==> src/rtl/relay_pkg.sv <==
// relay_pkg: shared types and bus widths for the relay computer datapath units
package relay_pkg;

    localparam int ADDR_W = 16;
    localparam int DATA_W = 8;

    typedef enum logic [2:0] {
        IDLE,
        SETUP,
        STROBE,
        HOLD,
        DRIVE
    } mem_state_t;

endpackage

==> src/rtl/mem_wait_counter.sv <==
// mem_wait_counter: 4-bit loadable down-counter with zero flag for strobe timing
module mem_wait_counter (
    input  logic       clk,
    input  logic       rst_n,
    input  logic       load,
    input  logic [3:0] load_val,
    input  logic       dec,
    output logic       zero
);

    logic [3:0] count;

    assign zero = (count == 4'd0);

    // load takes priority; decrement saturates at zero
    always_ff @(posedge clk or negedge rst_n) begin
        if (!rst_n) count <= 4'd0;
        else count <= load ? load_val : (dec && !zero) ? count - 4'd1 : count;
    end

endmodule

==> src/rtl/mem_access_unit.sv <==
// mem_access_unit: sequences setup/strobe/hold SRAM accesses for the control bus
module mem_access_unit #(
    parameter int ADDR_W      = 16,
    parameter int DATA_W      = 8,
    parameter int WAIT_CYCLES = 2
) (
    input  logic              clk,
    input  logic              rst_n,
    input  logic              mem_read,
    input  logic              mem_write,
    input  logic [ADDR_W-1:0] addr_in,
    input  logic [DATA_W-1:0] data_in,
    output logic [DATA_W-1:0] data_out,
    output logic              data_oe,
    output logic [ADDR_W-1:0] sram_addr,
    output logic [DATA_W-1:0] sram_wdata,
    input  logic [DATA_W-1:0] sram_rdata,
    output logic              sram_ce_n,
    output logic              sram_oe_n,
    output logic              sram_we_n,
    output logic              busy,
    output logic              done,
    output logic              req_err,
    output logic              led_rd,
    output logic              led_wr
);

    import relay_pkg::*;

    localparam logic [3:0] WAIT_LOAD = 4'(WAIT_CYCLES - 1);

    mem_state_t state, next;
    logic       is_rd;
    logic       nxt_rd;
    logic       cnt_zero;
    logic       start_rd;
    logic       start_wr;
    logic       next_active;

    assign start_rd    = (state == IDLE) && mem_read && !mem_write;
    assign start_wr    = (state == IDLE) && mem_write && !mem_read;
    assign nxt_rd      = (state == IDLE) ? start_rd : is_rd;
    assign next_active = (next == SETUP) || (next == STROBE) || (next == HOLD);

    mem_wait_counter u_wait (
        .clk      (clk),
        .rst_n    (rst_n),
        .load     (state == SETUP),
        .load_val (WAIT_LOAD),
        .dec      (state == STROBE),
        .zero     (cnt_zero)
    );

    // state register
    always_ff @(posedge clk or negedge rst_n) begin
        if (!rst_n) state <= IDLE;
        else state <= next;
    end

    // next-state logic
    always_comb begin
        next = state;
        case (state)
            IDLE:    next = (start_rd || start_wr) ? SETUP : IDLE;
            SETUP:   next = STROBE;
            STROBE:  next = cnt_zero ? HOLD : STROBE;
            HOLD:    next = is_rd ? DRIVE : IDLE;
            DRIVE:   next = IDLE;
            default: next = IDLE;
        endcase
    end

    // strobes and status are registered from the next state so the SRAM pins never glitch
    always_ff @(posedge clk or negedge rst_n) begin
        if (!rst_n) begin
            sram_ce_n <= 1'b1;
            sram_oe_n <= 1'b1;
            sram_we_n <= 1'b1;
            busy      <= 1'b0;
            led_rd    <= 1'b0;
            led_wr    <= 1'b0;
            data_oe   <= 1'b0;
            done      <= 1'b0;
        end else begin
            sram_ce_n <= !next_active;
            sram_oe_n <= !((next == STROBE) && nxt_rd);
            sram_we_n <= !((next == STROBE) && !nxt_rd);
            busy      <= (next != IDLE);
            led_rd    <= (next != IDLE) && nxt_rd;
            led_wr    <= (next != IDLE) && !nxt_rd;
            data_oe   <= (next == DRIVE);
            done      <= ((state == HOLD) && !is_rd) || (state == DRIVE);
        end
    end

    // address/data latch, read capture and sticky request error
    always_ff @(posedge clk or negedge rst_n) begin
        if (!rst_n) begin
            is_rd      <= 1'b0;
            sram_addr  <= '0;
            sram_wdata <= '0;
            data_out   <= '0;
            req_err    <= 1'b0;
        end else begin
            if (start_rd || start_wr) begin
                is_rd     <= start_rd;
                sram_addr <= addr_in;
            end
            if (start_wr) sram_wdata <= data_in;
            if ((state == STROBE) && cnt_zero && is_rd) data_out <= sram_rdata;
            if ((state == IDLE && mem_read && mem_write) || (state != IDLE && (mem_read || mem_write)))
                req_err <= 1'b1;
        end
    end

endmodule

==> config.mk <==
export PLATFORM = sky130hd
export DESIGN_NAME = mem_access_unit
export DESIGN_NICKNAME = d
export VERILOG_FILES = /design/src/rtl/relay_pkg.sv /design/src/rtl/mem_wait_counter.sv /design/src/rtl/mem_access_unit.sv
export SDC_FILE = /design/constraint.sdc
export NUM_CORES = 1
export LEC_CHECK = 0
export BUFFER_PORTS_ARGS = -buffer_cell sky130_fd_sc_hd__buf_2
export CORE_MARGIN = 1.5
export CORE_UTILIZATION = 45
export DETAILED_ROUTE_END_ITERATION = 8
export GPL_TIMING_DRIVEN = 0
export PLACE_DENSITY = 0.79
export REMOVE_ABC_BUFFERS = 1
export SETUP_SLACK_MARGIN = 0.4
export SLEW_MARGIN = 10
export SYNTH_ARGS = -nofsm -noshare
export SYNTH_HDL_FRONTEND = slang
export SYNTH_SLANG_ARGS = --single-unit
export TNS_END_PERCENT = 20
==> constraint.sdc <==
create_clock -name clk -period 2.2 [get_ports clk]
set_input_delay 0.44 -clock clk [delete_from_list [all_inputs] [get_ports clk]]
set_output_delay 0.44 -clock clk [all_outputs]
set_load 0.005 [all_outputs]
==> out/metrics.csv <==
metric,value,unit
synth top area cells,"dfrtp_1 (55%), mux2_2 (13%), mux2_4 (5.8%), dfstp_2 (3.8%), o21ai_0 (1.9%)",
asr flop ratio synth,100,%
Tot Pwr,3.60,mW
Clock Latency Late Sink,0.30,ns
I/O pin count,77,
met1 GRT Util,21.7,%
vias in the first global route,1408,
"Cell Chain, Critical Path",inv_1 -> ha_4 -> nor3b_4 -> nand4_4 -> mux2_4,
H-tree depth,2,
CP Buf/Inv Count,1,
total grt overflow,0,
cts-stage hold buffer count,0,
Area Growth Syn to Fin,26.1,%
Critical Path Start,u_wait.count[0]$_DFFE_PN0P_,
average wire per standard cell,13.9,um
ys flop type,dfrtp_1,
Post-DP HPWL,2690,um
global route hottest layer,met2,
Sink Count,49,
layout cells sized above 1,55.7,%
Post-Syn Area,2080,um2
CTS Buf Count,5,
"Slowest-stage cell, CP",dfrtp_1,
Cells after Synth,148,
Root Driver,clkbuf_8,
number of DRC violations after detailed-routing iteration 0,25,
top-area cell type share of the netlist area,55.2,%
CTS tree,yes,
FF/Latch Area,1230,um2
worst min-delay path class,input port to asynchronous set/reset pin,
routability cong.,0.765,
Detail Route Antenna Nets,0,
Commonest cells post-synth,"dfrtp_1 (46), mux2_2 (24), mux2_4 (8), o21ai_0 (8), a21oi_1 (6)",
"CP delay by family, top",simple AND/OR/NAND/NOR gates,
pwr dens,1370,nW/um2
utilization after layout,59.5,%
DRC,0,
Crit path largest cell delay,0.42,ns
Core Region,4410,um2
endpoints failing setup,0,
area of the multi-input gates,823,um2
skew final,0.00503,ns
DRT Pass-1 Iters,4,
"EDFF count, synth",0,
RSZ-0062 raised after global routing,no,
Critical Path AT,1.90,ns
Yosys cell types,40,
status,"complete, no violations",
Worst path depth,5,
Worst R2R Setup Slack,0.48,ns
drt total wl,3890,um
Worst VDD drop,0.649,mV
r2r endpoint,data_out[2]$_DFFE_PN0P_,
kind of critical path,flip-flop to flip-flop,
Critical Path Start Type,flip-flop,
largest net degree at the start of global routing,50,
Final #Nets,264,
post-route minimum period,1.72,ns
Pleak,1.27,nW
"Slew Viols, Final",0,
gr usage total,16.2,%
initial antenna violation count,0,
Starting Density,47.2,%
Cell Rows,24,
CTS max path bufs,2,
fin crit share,78.0,%
placed instance count,270,
Worst Tran Pin Value,1.07,ns
Worst R2R Start,u_wait.count[0]$_DFFE_PN0P_,
Worst Setup End Kind,flip-flop,
GR Layer Usage met2,24.6,%
"Reg clk slew, reported paths",0.08,ns
path depth of the worst reg2reg path,5,
first-pass GRT wire length,6360,um
met3 Track Usage GR,6.13,%
via count,1427,
Max-Cap Viols,0,
vias per inst,5.10,
worst setup path end,data_out[2]$_DFFE_PN0P_,
Port Buf Inserts,76,
warnings from Yosys,0,
die span in y,71.1,um
DIE AREA,5050,um2
Max Fclk,0.583,GHz
"Hold Vio Cnt, Final",0,
Fillers,365,
Fin Setup TNS,0,ns
Synth Area per Inst,14.1,um2
Yosys top cell by area,dfrtp_1,
critical-path maximum fanout,8,
Die W,71.1,um
Slew HR,28.3,%
most frequent cell after synthesis,dfrtp_1,
"Seq/Total Area, Yosys",59.0,%
required time of the worst setup path,2.38,ns
"non-filler cells, final",280,
Yosys reg bits,49,
Ant. Diodes,0,
[flip-flops by register name, indices dropped and copies added (netlist names), 3 cells and up]
signal	cells
data_out	8
sram_addr	16
sram_wdata	8
state	3
u_wait.count	4
[repair_timing]
| item | in CTS | in global routing |
|---|---|---|
| setup endpoints to repair | 8 | 9 |
| resized for setup | 0 | 3 |
| buffers inserted | 1 | 1 |
| pin swaps | 0 | 1 |
[cell usage in the layout, fill, tap and decap left out, drive strengths merged, types with 2 or more instances in the layout]
cell / n
inv: 3
nand2: 4
mux2: 32
o21ai: 9
buf: 78
nor3: 4
clkbuf: 8
or3: 2
dfstp: 3
a21oi: 6
nor2: 5
nor4b: 2
dfrtp: 46
nand2b: 3
nor2b: 4
and3b: 2
a211oi: 2
[power breakdown]
group          internal, mW  switching, mW  leakage, nW
clock                 0.257          0.272       0.0455
combinational         0.856          0.574        0.638
sequential             1.33          0.311        0.583
[worst min-delay path by stage]
stage / from / to / slack (ns) / cells after the start
after floorplan: rst_n / busy$_DFF_PN0_ / 0.14 / 0
after global placement: data_out[6]$_DFFE_PN0P_ / data_out[6]$_DFFE_PN0P_ / 0.48 / 1
after detailed placement: sram_wdata[3]$_DFFE_PN0P_ / sram_wdata[3]$_DFFE_PN0P_ / 0.49 / 1
after CTS: mem_write / is_rd$_DFFE_PN0P_ / 0.36 / 2
after global routing: addr_in[2] / sram_addr[2]$_DFFE_PN0P_ / 0.34 / 2
final: rst_n / data_out[3]$_DFFE_PN0P_ / 0.34 / 1
[per-layer routing]
metal | share of wire (%) | routed length, um | up-vias
li1 | - | - | 684
met1 | 45 | 1760 | 668
met2 | 45 | 1750 | 68
met3 | 8.6 | 336 | 7
met4 | 1.3 | 50 | 0
met5 | 0 | 0 | -
[cells by family after synthesis]
| logic type | Yosys count | synth area share, % |
|---|---|---|
| buffers and inverters | 9 | 2.28 |
| AND/OR/NAND/NOR | 34 | 12.0 |
| adder cells (fa/ha/maj) | 1 | 0.600 |
| flip-flops | 49 | 59.0 |
| AO/OA/AOI/OAI | 22 | 6.90 |
| multiplexers | 33 | 19.2 |
[stage by stage]
step	area [um2]	setup WS, ns	hold slack (ns)
6_report	2630	0.484	0.340
4_1_cts	2600	0.450	0.356
3_5_place_dp	2490	0.322	0.487
5_1_grt	2630	0.388	0.342
3_3_place_gp	2490	0.341	0.482
2_1_floorplan	2050	0.614	0.144
[cell type report]
| class | count | area share (%) |
|---|---|---|
| repair buffers | 78 | 15.5 |
| well taps | 52 | 2.48 |
| clock buffers | 8 | 3.43 |
| inverters | 3 | 0.429 |
| multi-input cells | 90 | 31.3 |
| flip-flops and latches | 49 | 46.8 |
Note: power is estimated with default switching activity, not from simulation.
